--- src/rtl/maxpool_2x2.sv ---
// 2x2 stride-2 max pool over a raster-ordered pixel stream, with frame markers.
// Latency: one cycle from the bottom-right beat of a window to pool_valid_o.
// Backpressure: none; the input is consumed every valid cycle and outputs are not stalled.
//
// Ports:
//   clk, rst                  single clock, synchronous active-high reset
//   cnn_valid_i, cnn_data_i   input pixel stream, row-major, one pixel per valid cycle
//   pool_valid_o, pool_data_o pooled pixel, one-cycle pulse per result
//   pool_last_o               high with the final pooled pixel of a frame
//   frame_done_o              one-cycle pulse the cycle after pool_last_o
//   pool_cnt_o                pooled pixels emitted so far in the current frame
//
// Build option: define POOL_RELU_EN to treat input as two's complement and clamp
// negative pixels to zero before pooling (output = max(0, window max)).
module maxpool_2x2 #(
  parameter int IMG_W  = 64,
  parameter int IMG_H  = 64,
  parameter int DATA_W = 8
) (
  input  logic              clk,
  input  logic              rst,
  input  logic              cnn_valid_i,
  input  logic [DATA_W-1:0] cnn_data_i,
  output logic              pool_valid_o,
  output logic [DATA_W-1:0] pool_data_o,
  output logic              pool_last_o,
  output logic              frame_done_o,
  output logic [15:0]       pool_cnt_o
);

  localparam int CW   = (IMG_W > 1) ? $clog2(IMG_W) : 1;
  localparam int RW   = (IMG_H > 1) ? $clog2(IMG_H) : 1;
  localparam int LB_D = IMG_W / 2;
  localparam int AW   = (LB_D > 1) ? $clog2(LB_D) : 1;

  generate
    if ((IMG_W % 2) != 0 || IMG_W < 2) begin : g_bad_img_w
      $fatal(1, "maxpool_2x2: IMG_W must be even and >= 2");
    end
    if ((IMG_H % 2) != 0 || IMG_H < 2) begin : g_bad_img_h
      $fatal(1, "maxpool_2x2: IMG_H must be even and >= 2");
    end
  endgenerate

  logic [CW-1:0]     col;
  logic [RW-1:0]     row;
  logic [DATA_W-1:0] hold;
  logic [DATA_W-1:0] linebuf [LB_D];

  logic [DATA_W-1:0] px;
  logic [AW-1:0]     lb_idx;
  logic [DATA_W-1:0] lb_rd;
  logic [DATA_W-1:0] max_hp;
  logic [DATA_W-1:0] win_max;
  logic              col_odd;
  logic              row_odd;
  logic              col_last;
  logic              row_last;
  logic              first_out;

  // Negative pixels are zeroed up front so hold, line buffer and compare all
  // see non-negative values and a plain unsigned max works.
  always_comb begin
`ifdef POOL_RELU_EN
    px = cnn_data_i[DATA_W-1] ? '0 : cnn_data_i;
`else
    px = cnn_data_i;
`endif
  end

  assign col_odd   = col[0];
  assign row_odd   = row[0];
  assign col_last  = (col == CW'(IMG_W - 1));
  assign row_last  = (row == RW'(IMG_H - 1));
  // The bottom-right beat of the top-left window produces the frame's first output.
  assign first_out = (row == RW'(1)) && (col == CW'(1));

  assign lb_idx  = AW'(col >> 1);
  assign lb_rd   = linebuf[lb_idx];
  assign max_hp  = (hold >= px) ? hold : px;
  assign win_max = (max_hp >= lb_rd) ? max_hp : lb_rd;

  always_ff @(posedge clk) begin
    if (rst) begin
      col          <= '0;
      row          <= '0;
      hold         <= '0;
      pool_valid_o <= 1'b0;
      pool_data_o  <= '0;
      pool_last_o  <= 1'b0;
      frame_done_o <= 1'b0;
      pool_cnt_o   <= '0;
    end else begin
      pool_valid_o <= 1'b0;
      pool_last_o  <= 1'b0;
      frame_done_o <= pool_last_o;
      if (cnn_valid_i) begin
        if (col_last) begin
          col <= '0;
          row <= row_last ? '0 : row + RW'(1);
        end else begin
          col <= col + CW'(1);
        end

        if (!col_odd) begin
          hold <= px;
        end else if (row_odd) begin
          pool_valid_o <= 1'b1;
          pool_data_o  <= win_max;
          pool_last_o  <= row_last && col_last;
          pool_cnt_o   <= first_out ? 16'd1 : pool_cnt_o + 16'd1;
        end
      end
    end
  end

  // Horizontal pair maxima of the even row, consumed by the odd row below it.
  // Contents are don't-care after reset because every slot is rewritten before use.
  always_ff @(posedge clk) begin
    if (!rst && cnn_valid_i && !row_odd && col_odd) begin
      linebuf[lb_idx] <= max_hp;
    end
  end

endmodule
--- config.mk ---
export PLATFORM = sky130hd
export DESIGN_NAME = maxpool_2x2
export DESIGN_NICKNAME = d
export VERILOG_FILES = /design/src/rtl/maxpool_2x2.sv
export SDC_FILE = /design/constraint.sdc
export NUM_CORES = 1
export LEC_CHECK = 0
export ABC_AREA = 1
export BUFFER_PORTS_ARGS = -buffer_cell sky130_fd_sc_hd__buf_2
export CELL_PAD_IN_SITES_DETAIL_PLACEMENT = 0
export CELL_PAD_IN_SITES_GLOBAL_PLACEMENT = 1
export CORE_ASPECT_RATIO = 0.75
export CORE_MARGIN = 10
export CORE_UTILIZATION = 40
export CTS_CLUSTER_SIZE = 8
export DETAILED_ROUTE_END_ITERATION = 10
export PLACE_DENSITY = 0.78
export SYNTH_ARGS = -nofsm -noshare
export SYNTH_HDL_FRONTEND = slang
export SYNTH_SLANG_ARGS = --single-unit
--- constraint.sdc ---
create_clock -name clk -period 3.4 [get_ports clk]
set_clock_uncertainty 0.1 [all_clocks]
set_input_delay 0.34 -clock clk [delete_from_list [all_inputs] [get_ports clk]]
set_output_delay 0.34 -clock clk [all_outputs]
set_load 0.05 [all_outputs]
==> impl_metrics.tcl, run 1 <==
set metrics [dict create \
    clkTransAtPathRegs_ps 50 \
    worstMarginPinSlew_ps 823 \
    antenna_found_initial 0 \
    clock_latency_ps 540 \
    crit_path_required_time_ps 3760 \
    power.internal_mw 6.88 \
    ant_nets 0 \
    power-per-cell-area_mw_per_mm2 567 \
    irDropWorstVdd_mv 0.284 \
    seq_power_share 0.473 \
    core_area_mm2 0.0327 \
    run_status "completed" \
    timing_hold_violations_final 0 \
    setup-violations-final 0 \
    syn_avg_cell_area_um2 10.3 \
    yosysWarningCount 0 \
    clk_path_buf_depth 3 \
    grt_pass1_vias 9146 \
    dp.final_hpwl_mm 21.3 \
    floorplan.rows 57 \
    drt_iter0_markers 908 \
    crit_arrival_ps 3500 \
    holdCritPathClass "in -> reg" \
    switching_power_mw 2.02 \
    portBuffers 37 \
    timing.fmax_mhz 319 \
    viasPerCell 5.18 \
    max_slew_vio_count 0 \
    post-route-period-util 0.921 \
    synth_ff_type "sky130_fd_sc_hd__edfxtp_1" \
    syn2layout_area_growth_pct 17.2 \
    post_synth_main_area_contributors "sky130_fd_sc_hd__edfxtp_1, sky130_fd_sc_hd__nand2_1, sky130_fd_sc_hd__nand3_1" \
    max_cap_violations 0 \
    async_reset_ff_frac 0 \
    io_pins 38 \
    diodes 0 \
    drc_errors 0 \
    utilization 0.479 \
    cts-root-buf "sky130_fd_sc_hd__clkbuf_16" \
    tritoncts "built" \
    critical_path_class "reg -> reg" \
    drt_pre_antenna_iters 6 \
    synth_top_area_frac 0.574 \
    fin_tns_setup_ps 0 \
    die_width_um 231 \
    final_design_area_no_fill_mm2 0.0157 \
    synth_cell_types 42 \
    tritoncts_num_sinks 308 \
    grt_overflow 0 \
    routed_wl_mm 33.8 \
    dpl-instance-area_mm2 0.0143 \
    design.die.area_mm2 0.0413 \
    synth_edf_count 256 \
    gpl.final_weighted_congestion 0.886 \
    synthesis.nets 1336 \
    power.leakage_nw 6.15 \
    dpl.cell_count 1786 \
    fin_nets 1431 \
    syn_inst 1304 \
    ys_seq_area_frac 0.652 \
    cts_inserted_buffers 44 \
    initial_core_util 0.409 \
    grt_pass1_wl_mm 52.2 \
    synth_largest_area_cell "sky130_fd_sc_hd__edfxtp_1" \
    postSynthRegisterBits 308 \
    clock_tree.htree_level_count 2 \
    timing.slew.headroom 0.449 \
    detail_route.wl_per_cell_um 18.2 \
    layout.cells.non_filler 1858 \
    die_h_um 178 \
    post_route_cells_drive_above_1_share 0.126 \
    route.vias.total 9631 \
    critical_path_peak_fanout 43 \
    n_fill_cell 2927 \
    grt_max_degree 73 \
    final_period_minus_worst_setup_slack_ps 3130 \
    setup.worst_path.start_class "flip-flop" \
    power_frac_comb 0.076 \
    swShare 0.227 \
    worstSetupEndpointType "flip-flop" \
    p_clk_frac 0.451 \
    syn-cell-area_mm2 0.0134 \
    overall_global_routing_usage 0.161 \
]
==> state kept, by name, indices dropped and copies added (netlist names), named ones only <==
register / cells
linebuf: 256
pool_cnt_o: 16
hold: 8
pool_data_o: 8
col: 6
row: 6
frame_done_o: 1
pool_last_o: 1
pool_valid_o: 1
==> through the flow <==
step / hold slack [ps] / setup slack (ps) / total power [mW]
2_1_floorplan: 342 / 95.2 / 4.69
3_3_place_gp: 329 / 333 / 4.92
3_5_place_dp: 336 / 246 / 4.93
4_1_cts: 12.2 / 252 / 8.96
5_1_grt: 34.1 / -10.4 / 9.21
6_report: 32.1 / 267 / 8.90
==> cell families (layout without fill, tap and decap cells) <==
kind of cell | count (synthesis) | count (layout) | share of synthesized area
adder cells (fa/ha/maj) | 21 | 21 | 0.0196
buffers and inverters | 142 | 254 | 0.0498
XOR/XNOR | 2 | 2 | 0.00131
flip-flops | 308 | 308 | 0.652
AND/OR/NAND/NOR | 766 | 766 | 0.251
AO/OA/AOI/OAI | 65 | 65 | 0.0263
==> layout make-up <==
type	instances	area, um^2	area share
timing repair buffer	107	830	0.0529
clock buffer	61	1210	0.0769
inverter	84	323	0.0206
sequential	308	8730	0.557
tap	442	553	0.0352
multi-input combinational	854	4000	0.255
clock inverter	2	46.3	0.00295
==> Yosys cell counts, types with 2 or more instances <==
cell / number
sky130_fd_sc_hd__nand3_2: 2
sky130_fd_sc_hd__nand3_1: 233
sky130_fd_sc_hd__buf_1: 7
sky130_fd_sc_hd__nor3_1: 15
sky130_fd_sc_hd__nand4_1: 15
sky130_fd_sc_hd__buf_2: 24
sky130_fd_sc_hd__o21a_1: 2
sky130_fd_sc_hd__nor2_4: 3
sky130_fd_sc_hd__buf_6: 10
sky130_fd_sc_hd__o21ai_1: 4
sky130_fd_sc_hd__a211oi_1: 2
sky130_fd_sc_hd__or2_2: 6
sky130_fd_sc_hd__nand2_1: 419
sky130_fd_sc_hd__inv_1: 80
sky130_fd_sc_hd__dfxtp_1: 52
sky130_fd_sc_hd__nor3b_1: 2
sky130_fd_sc_hd__clkbuf_1: 12
sky130_fd_sc_hd__o21ai_0: 16
sky130_fd_sc_hd__nor2_1: 58
sky130_fd_sc_hd__buf_4: 4
sky130_fd_sc_hd__ha_1: 21
sky130_fd_sc_hd__edfxtp_1: 256
sky130_fd_sc_hd__a21oi_1: 36
sky130_fd_sc_hd__inv_2: 3
sky130_fd_sc_hd__nand2_2: 3
sky130_fd_sc_hd__nor2_2: 3
==> final timing paths <==
check                      from        endpoint  slack [ps]  depth (start not counted)
setup / recovery      flip-flop  pool_data_o[4]         270                         19
hold / removal    cnn_data_i[2]         hold[2]          30                          3
setup reg to reg      flip-flop  pool_data_o[4]         270                         19
hold reg to reg     pool_last_o    frame_done_o         340                          2
==> layer usage <==
layer  global-route usage  routed length [um]  up-vias
li1                     -                   -     4646
met1                0.234               15700     4628
met2                0.238               15000      297
met3               0.0295                2440       60
met4               0.0525                 699        0
met5                    0                   0        -
==> worst max-delay path: stages, from the launching register on <==
cell and delay [ps]:
sky130_fd_sc_hd__dfxtp_4 550, sky130_fd_sc_hd__inv_8 130, sky130_fd_sc_hd__buf_16 210, sky130_fd_sc_hd__nand2_1 90
sky130_fd_sc_hd__nand3_1 60, sky130_fd_sc_hd__nand3_1 130, sky130_fd_sc_hd__nand2_1 140, sky130_fd_sc_hd__nand2_1 110
sky130_fd_sc_hd__nand3_1 70, sky130_fd_sc_hd__nand2_1 170, sky130_fd_sc_hd__ha_1 280, sky130_fd_sc_hd__a21oi_1 210
sky130_fd_sc_hd__o21a_1 140, sky130_fd_sc_hd__nand3_1 80, sky130_fd_sc_hd__buf_4 170, sky130_fd_sc_hd__nand3_1 80
sky130_fd_sc_hd__nand2_1 60, sky130_fd_sc_hd__inv_1 60, sky130_fd_sc_hd__nand2_1 50, sky130_fd_sc_hd__a21oi_1 110
==> repair_timing <==
| item | in CTS | in global routing |
|---|---|---|
| endpoints found under the hold margin | 8 | 0 |
| endpoints found under the setup margin | 0 | 8 |
| buffers inserted | 0 | 0 |
| resized for setup | 0 | 6 |
| hold buffers | 8 | 0 |
==> cells in the final DEF (no fill, tap or decap), types with 16 or more instances in the layout <==
cell | Yosys | final
sky130_fd_sc_hd__buf_4 | 4 | 55
sky130_fd_sc_hd__ha_1 | 21 | 21
sky130_fd_sc_hd__dfxtp_1 | 52 | 50
sky130_fd_sc_hd__nor2_1 | 58 | 58
sky130_fd_sc_hd__nand3_1 | 233 | 232
sky130_fd_sc_hd__nand2_1 | 419 | 419
sky130_fd_sc_hd__inv_1 | 80 | 80
sky130_fd_sc_hd__o21ai_0 | 16 | 16
sky130_fd_sc_hd__edfxtp_1 | 256 | 256
sky130_fd_sc_hd__clkbuf_16 | 0 | 47
sky130_fd_sc_hd__a21oi_1 | 36 | 36
sky130_fd_sc_hd__buf_2 | 24 | 37
==> power by group through the flow <==
stage	sequential (mW)	combinational (mW)	clock, mW
floorplan	4.27	0.423	0
global placement	4.28	0.643	0
detailed placement	4.28	0.654	0
CTS	4.21	0.664	4.09
global route	4.21	0.755	4.25
finish	4.21	0.676	4.01
Power figures use the tool's default switching activity.
==> run 2, diff against run 1 <==
--- a/config.mk
+++ b/config.mk
@@ -9,7 +9,6 @@
 export BUFFER_PORTS_ARGS = -buffer_cell sky130_fd_sc_hd__buf_2
 export CELL_PAD_IN_SITES_DETAIL_PLACEMENT = 0
 export CELL_PAD_IN_SITES_GLOBAL_PLACEMENT = 1
-export CORE_ASPECT_RATIO = 0.75
 export CORE_MARGIN = 10
 export CORE_UTILIZATION = 40
 export CTS_CLUSTER_SIZE = 8
==> run 2 against run 1 <==
Routed wire length down 4.1%. Sequential power about the same. Final cell count down 0.43%. Register-to-register slack better by 80 ps. Via count down 2.7%. Fmax up 2.6%. First-iteration DRC count down 23%. Count of clock-buffer cells in the layout down 1. Worst hold slack worse by 22 ps. Power down 1.7%. Design area down 0.75%. Die area down 0.18%. Critical path type unchanged. Highest routed layer unchanged.
==> impl_metrics.tcl, run 2 (same netlist as run 1, synthesis figures left out) <==
set metrics [dict create \
    max_ffs_per_register 256 \
    core_area_mm2 0.0328 \
    dpl-instance-area_mm2 0.0143 \
    cts-root-buf "sky130_fd_sc_hd__clkbuf_16" \
    tritoncts_num_sinks 308 \
    clkTransAtPathRegs_ps 50 \
    floorplan.rows 66 \
    crit_path_required_time_ps 3690 \
    r2r_cells 21 \
    die_width_um 203 \
    detail_route.wl_per_cell_um 17.5 \
    post-cts-setup-buffer-count 0 \
    gpl.final_weighted_congestion 0.877 \
    max_cap_violations 0 \
    dp.final_hpwl_mm 20.5 \
    mostFrequentLayoutCells "sky130_fd_sc_hd__nand2_1, sky130_fd_sc_hd__edfxtp_1, sky130_fd_sc_hd__nand3_1" \
    portBuffers 37 \
    leading_cell_type_in_the_layout_fill_and_taps_excluded "sky130_fd_sc_hd__nand2_1" \
    setup-violations-final 0 \
    critical_hold_path_startpoint "cnn_data_i[4]" \
    ant_nets 0 \
    drc_errors 0 \
    setup.worst_path.start_class "flip-flop" \
    routed_wl_mm 32.4 \
    grt_max_degree 63 \
    critical_path_class "reg -> reg" \
    timing.final.ws_setup_ps 346 \
    route.vias.total 9369 \
    overall_global_routing_usage 0.157 \
    power-per-cell-area_mw_per_mm2 562 \
    biggestRegsByFlops "linebuf (256), pool_cnt_o (16)" \
    clock_latency_ps 520 \
    timing.slew.headroom 0.416 \
    initial_core_util 0.408 \
    worst-path-stages 21 \
    max_slew_vio_count 0 \
    power.leakage_nw 6.09 \
    whs_path_depth 3 \
    drt_iter0_markers 698 \
    design.die.area_mm2 0.0412 \
    crit_chain "inv_6 -> buf_4 -> nand2_1 -> nand3_1 -> nand3_1 -> nand2_1 -> nand2_1 -> nand3_1 -> nand2_1 -> ha_1 -> nand2_1 -> o21bai_1 -> nand2_1 -> nand2_1 -> nand3_1 -> buf_4 -> nand3_1 -> nand2_1 -> inv_1 -> nand2_1 -> a21oi_1" \
    final_period_minus_worst_setup_slack_ps 3050 \
    tritoncts "built" \
    antenna_found_initial 0 \
    grt_pass1_vias 9279 \
    holdCritPathClass "in -> reg" \
    critical_path_peak_fanout 26 \
    worst_setup_path_endpoint "pool_data_o[4]" \
    reg2reg_to "pool_data_o[4]" \
    regToRegSetupSlack_ps 350 \
    worst_path_dominant_cell_family "simple AND/OR/NAND/NOR gates" \
    crit_arrival_ps 3340 \
    clk_path_buf_depth 3 \
    irDropWorstVdd_mv 0.334 \
    fin_nets 1424 \
    post-route-period-util 0.898 \
    worstSetupEndpointType "flip-flop" \
    syn2layout_area_growth_pct 16.3 \
    preCtsSetupSlack_ps 222 \
    cts_inserted_buffers 44 \
    largest_register "linebuf" \
    grt_pass1_wl_mm 51.8 \
    drt_pre_antenna_iters 5 \
    crit_buf_inv 4 \
    diodes 0 \
    utilization 0.475 \
    final_design_area_no_fill_mm2 0.0156 \
    viasPerCell 5.06 \
    timing_hold_violations_final 0 \
    worst_path_most_repeated_cell "sky130_fd_sc_hd__nand2_1" \
    max_incr_delay_on_cp_ps 380 \
    die_h_um 203 \
    run_status "completed" \
    critical-path-slowest-cell "sky130_fd_sc_hd__dfxtp_4" \
    clock_tree.htree_level_count 2 \
    worstMarginPinSlew_ps 873 \
    io_pins 38 \
    timing.fmax_mhz 327 \
    post_route_cells_drive_above_1_share 0.126 \
    grt_overflow 0 \
]
-- run 2: what timing repair did --
item / CTS / global route
hold buffers: 4 / 0
resized for setup: 0 / 6
hold endpoints to repair: 4 / 0
setup endpoints to repair: 0 / 8
-- run 2: worst min path at each step --
stage                         endpoint
after CTS                      hold[6]
after global routing           hold[6]
after floorplan              flip-flop
after global placement    frame_done_o
final                          hold[4]
after detailed placement  frame_done_o
-- run 2: layout make-up --
class                   instances  area, um^2
flip-flops and latches        308        8730
fillers                      3054       17200
clock buffers                  60        1200
inverters                      84         320
clock inverters                 2        21.3
multi-input cells             854        4010
repair buffers                100         738
well taps                     442         553
-- run 2: worst reg2reg max path, cell delays in order (launching register included) --
cell and delay (ps):
sky130_fd_sc_hd__dfxtp_4 380, sky130_fd_sc_hd__inv_6 240, sky130_fd_sc_hd__buf_4 250, sky130_fd_sc_hd__nand2_1 70, sky130_fd_sc_hd__nand3_1 70, sky130_fd_sc_hd__nand3_1 90
sky130_fd_sc_hd__nand2_1 120, sky130_fd_sc_hd__nand2_1 70, sky130_fd_sc_hd__nand3_1 170, sky130_fd_sc_hd__nand2_1 180, sky130_fd_sc_hd__ha_1 330, sky130_fd_sc_hd__nand2_1 70
sky130_fd_sc_hd__o21bai_1 150, sky130_fd_sc_hd__nand2_1 60, sky130_fd_sc_hd__nand2_1 40, sky130_fd_sc_hd__nand3_1 80, sky130_fd_sc_hd__buf_4 160, sky130_fd_sc_hd__nand3_1 80
sky130_fd_sc_hd__nand2_1 60, sky130_fd_sc_hd__inv_1 50, sky130_fd_sc_hd__nand2_1 50, sky130_fd_sc_hd__a21oi_1 50
-- run 2: power by group --
part	total, mW	leakage [nW]	switching [mW]	internal, mW
Clock	3.90	0.594	1.48	2.42
Sequential	4.20	2.73	0.0178	4.19
Combinational	0.647	2.76	0.465	0.182
Total	8.75	6.09	1.96	6.79
-- run 2: per-stage QoR --
stage | hold slack [ps] | total power [mW] | setup TNS (ps) | std cells
floorplan | 342 | 4.69 | 0 | 1304
global placement | 310 | 4.91 | 0 | 1784
detailed placement | 317 | 4.92 | 0 | 1784
CTS | 0.799 | 8.82 | 0 | 1850
global route | 23.2 | 9.09 | -7.66 | 1850
finish | 9.79 | 8.75 | 0 | 1850
-- run 2: per-layer routing --
| layer | share of wire | up-vias | wire [um] | track usage |
|---|---|---|---|---|
| met5 | 0 | - | 0 | 0 |
| met4 | 0.015 | 0 | 498 | 0.0394 |
| met3 | 0.064 | 40 | 2080 | 0.0323 |
| met2 | 0.47 | 258 | 15300 | 0.252 |
| met1 | 0.45 | 4434 | 14500 | 0.213 |
| li1 | - | 4637 | - | - |
==> run 3, diff against run 2 <==
--- a/config.mk
+++ b/config.mk
@@ -5,7 +5,7 @@
 export SDC_FILE = /design/constraint.sdc
 export NUM_CORES = 1
 export LEC_CHECK = 0
-export ABC_AREA = 1
+export ABC_AREA = 0
 export BUFFER_PORTS_ARGS = -buffer_cell sky130_fd_sc_hd__buf_2
 export CELL_PAD_IN_SITES_DETAIL_PLACEMENT = 0
 export CELL_PAD_IN_SITES_GLOBAL_PLACEMENT = 1
@@ -13,7 +13,8 @@
 export CORE_UTILIZATION = 40
 export CTS_CLUSTER_SIZE = 8
 export DETAILED_ROUTE_END_ITERATION = 10
-export PLACE_DENSITY = 0.78
+export PLACE_DENSITY = 0.71
+export RECOVER_POWER = 100
 export SYNTH_ARGS = -nofsm -noshare
 export SYNTH_HDL_FRONTEND = slang
 export SYNTH_SLANG_ARGS = --single-unit
==> constraint.sdc (replaced) <==
create_clock -name clk -period 3.65 [get_ports clk]
set_clock_uncertainty 0.1 [all_clocks]
set_input_delay 0.365 -clock clk [delete_from_list [all_inputs] [get_ports clk]]
set_output_delay 0.365 -clock clk [all_outputs]
set_load 0.05 [all_outputs]
==> run 3 against run 2 <==
Setup slack lost 240 ps. Fmax shrank 14%. Global-route usage shrank 1.9 points. Register-to-register slack lost 240 ps. Sequential share of layout area grew 1.8 points. Die area shrank 6.1%. Critical path depth shrank 9. Routed wire length shrank 15%. Sequential power shrank 7.6%. Power shrank 9.6%. Worst hold slack gained 6.7 ps. Critical endpoint is now pool_data_o[7]. Highest routed layer unchanged.
==> impl_metrics.tcl, run 3 <==
set metrics [dict create \
    run_status "completed" \
    crit_buf_inv 3 \
    critical-path-slowest-cell "sky130_fd_sc_hd__mux4_2" \
    whs_path_depth 3 \
    crit_path_required_time_ps 3990 \
    crit_chain "buf_12 -> buf_12 -> mux4_2 -> mux4_2 -> mux2_4 -> ha_1 -> nor3b_2 -> o21ai_2 -> a2111oi_2 -> buf_4 -> or2b_1 -> o211ai_1" \
    syn2layout_area_growth_pct 20.8 \
    synth_top_area_frac 0.616 \
    worstMarginPinSlew_ps 996 \
    synth_largest_area_cell "sky130_fd_sc_hd__edfxtp_1" \
    ant_nets 0 \
    synth_top_cells_by_count "sky130_fd_sc_hd__edfxtp_1, sky130_fd_sc_hd__mux4_2, sky130_fd_sc_hd__nor2_1" \
    power-per-cell-area_mw_per_mm2 524 \
    irDropWorstVdd_mv 0.330 \
    critical_hold_path_startpoint "cnn_data_i[1]" \
    detail_route.wl_per_cell_um 21.8 \
    grt_pass1_vias 6859 \
    synth_ff_type "sky130_fd_sc_hd__edfxtp_1" \
    floorplan.rows 64 \
    r2r_cells 12 \
    synth_cell_types 40 \
    holdCritPathClass "in -> reg" \
    grt_max_degree 35 \
    worst_path_dominant_cell_family "multiplexers" \
    overall_global_routing_usage 0.138 \
    leading_cell_type_in_the_layout_fill_and_taps_excluded "sky130_fd_sc_hd__edfxtp_1" \
    initial_core_util 0.407 \
    critical_path_peak_fanout 8 \
    routed_wl_mm 27.5 \
    post-synth-top-count-cell "sky130_fd_sc_hd__edfxtp_1" \
    largest_register "linebuf" \
    yosysWarningCount 0 \
    postSynthRegisterBits 308 \
    grt_overflow 0 \
    cts_inserted_buffers 44 \
    timing.slew.headroom 0.336 \
    design.die.area_mm2 0.0387 \
    grt_pass1_wl_mm 41.9 \
    hold-path-endpoint "hold[1]" \
    power.leakage_nw 4.88 \
    regToRegSetupSlack_ps 100 \
    syn_avg_cell_area_um2 17.5 \
    gpl.final_weighted_congestion 0.831 \
    die_h_um 197 \
    post_route_cells_drive_above_1_share 0.283 \
    clkTransAtPathRegs_ps 50 \
    mostFrequentLayoutCells "sky130_fd_sc_hd__edfxtp_1, sky130_fd_sc_hd__mux4_2, sky130_fd_sc_hd__nor2_1" \
    diodes 0 \
    drt_iter0_markers 373 \
    syn_inst 715 \
    synthesis.nets 747 \
    io_pins 38 \
    fin_nets 877 \
    reg2reg_to "pool_data_o[7]" \
    crit_arrival_ps 3890 \
    clock_tree.htree_level_count 2 \
    critical_path_class "reg -> reg" \
    cts-root-buf "sky130_fd_sc_hd__clkbuf_16" \
    timing.fmax_mhz 282 \
    worstSetupEndpointType "flip-flop" \
    sequential_cell_area_mm2 0.00873 \
    n_fill_cell 2546 \
    multi_input_comb_area_mm2 0.00368 \
    portBuffers 37 \
    timing.final.ws_setup_ps 103 \
    die_width_um 197 \
    tritoncts_num_sinks 308 \
    drt_pre_antenna_iters 5 \
    clk_path_buf_depth 3 \
    dp.final_hpwl_mm 17.2 \
    max_incr_delay_on_cp_ps 500 \
    max_ffs_per_register 256 \
    post_synth_main_area_contributors "sky130_fd_sc_hd__edfxtp_1, sky130_fd_sc_hd__mux4_2, sky130_fd_sc_hd__dfxtp_1" \
    setup.worst_path.start_class "flip-flop" \
    viasPerCell 5.40 \
    clock_latency_ps 520 \
    biggestRegsByFlops "linebuf (256), pool_cnt_o (16)" \
    preCtsSetupSlack_ps -9.45 \
    syn-cell-area_mm2 0.0125 \
    final_power_mw 7.91 \
    route.vias.total 6783 \
    async_reset_ff_frac 0 \
    core_area_mm2 0.0307 \
    timing_hold_violations_final 0 \
    setup-violations-final 0 \
    antenna_found_initial 0 \
    post-route-period-util 0.972 \
    tritoncts "built" \
    ys_seq_area_frac 0.699 \
    final_period_minus_worst_setup_slack_ps 3550 \
    synth_edf_count 256 \
    max_slew_vio_count 0 \
    drc_errors 0 \
    max_cap_violations 0 \
]
==> run 3: timing repair <==
action / in CTS / in global routing
resized for setup: 0 / 56
buffers inserted: 0 / 28
endpoints found under the setup margin: 0 / 8
hold endpoints to repair: 1 / 0
hold buffers: 1 / 0
==> run 3: how the worst max path moves through the flow <==
| stage | startpoint | to | slack [ps] | depth (start not counted) |
|---|---|---|---|---|
| 2_1_floorplan | cnn_data_i[0] | pool_data_o[1] | 0.4 | 12 |
| 3_3_place_gp | cnn_data_i[0] | pool_data_o[7] | -20 | 16 |
| 3_5_place_dp | cnn_data_i[0] | pool_data_o[1] | -9 | 16 |
| 4_1_cts | flip-flop | pool_data_o[7] | 7 | 13 |
| 5_1_grt | flip-flop | pool_data_o[2] | -50 | 14 |
| 6_report | flip-flop | pool_data_o[7] | 100 | 12 |
==> run 3: layer usage <==
layer	wire length, um	up-vias	global-route usage
met5	0	-	0
met4	566	0	0.0387
met3	1400	42	0.0253
met2	13100	178	0.216
met1	12400	3518	0.194
li1	-	3045	-
==> run 3: worst min-delay path, stage by stage <==
cell	delay [ps]
sky130_fd_sc_hd__buf_2	120
sky130_fd_sc_hd__nand2_1	50
sky130_fd_sc_hd__a21oi_1	50
==> run 3: area by class of cell <==
type | instances | share of cell area
inverters | 24 | 0.00597
well taps | 396 | 0.0328
clock buffers | 59 | 0.0781
flip-flops and latches | 308 | 0.579
clock inverters | 3 | 0.00315
multi-input cells | 349 | 0.244
repair buffers | 118 | 0.0570
==> run 3: cell families (layout without fill, tap and decap cells) <==
family,after synthesis,in the layout,share of synthesized area
buffers and inverters,58,204,0.0218
and+or+nand+nor,171,171,0.0647
muxes,96,96,0.157
xor gates and xnor gates,22,22,0.0154
DFF,308,308,0.699
adders and majority gates,21,21,0.0210
AOI/OAI and AO/OA,39,39,0.0206
==> run 3: report_power, final <==
group / switching, mW / internal (mW) / total, mW
logic: 0.222 / 0.148 / 0.370
registers: 0.0144 / 3.87 / 3.88
clock network: 1.37 / 2.28 / 3.66
total: 1.61 / 6.30 / 7.91
==> run 3: per-stage QoR <==
| stage | cell area, um^2 | TNS, ps | std cells | hold slack [ps] | utilization |
|---|---|---|---|---|---|
| after floorplan | 12500 | 0 | 715 | 349 | - |
| after global placement | 13400 | -76.1 | 1166 | 351 | 0.438 |
| after detailed placement | 13400 | -34.6 | 1166 | 356 | 0.438 |
| after CTS | 14700 | 0 | 1229 | 3.22 | 0.478 |
| after global routing | 15100 | -207 | 1257 | 15.8 | 0.492 |
| final | 15100 | 0 | 1257 | 16.5 | 0.492 |
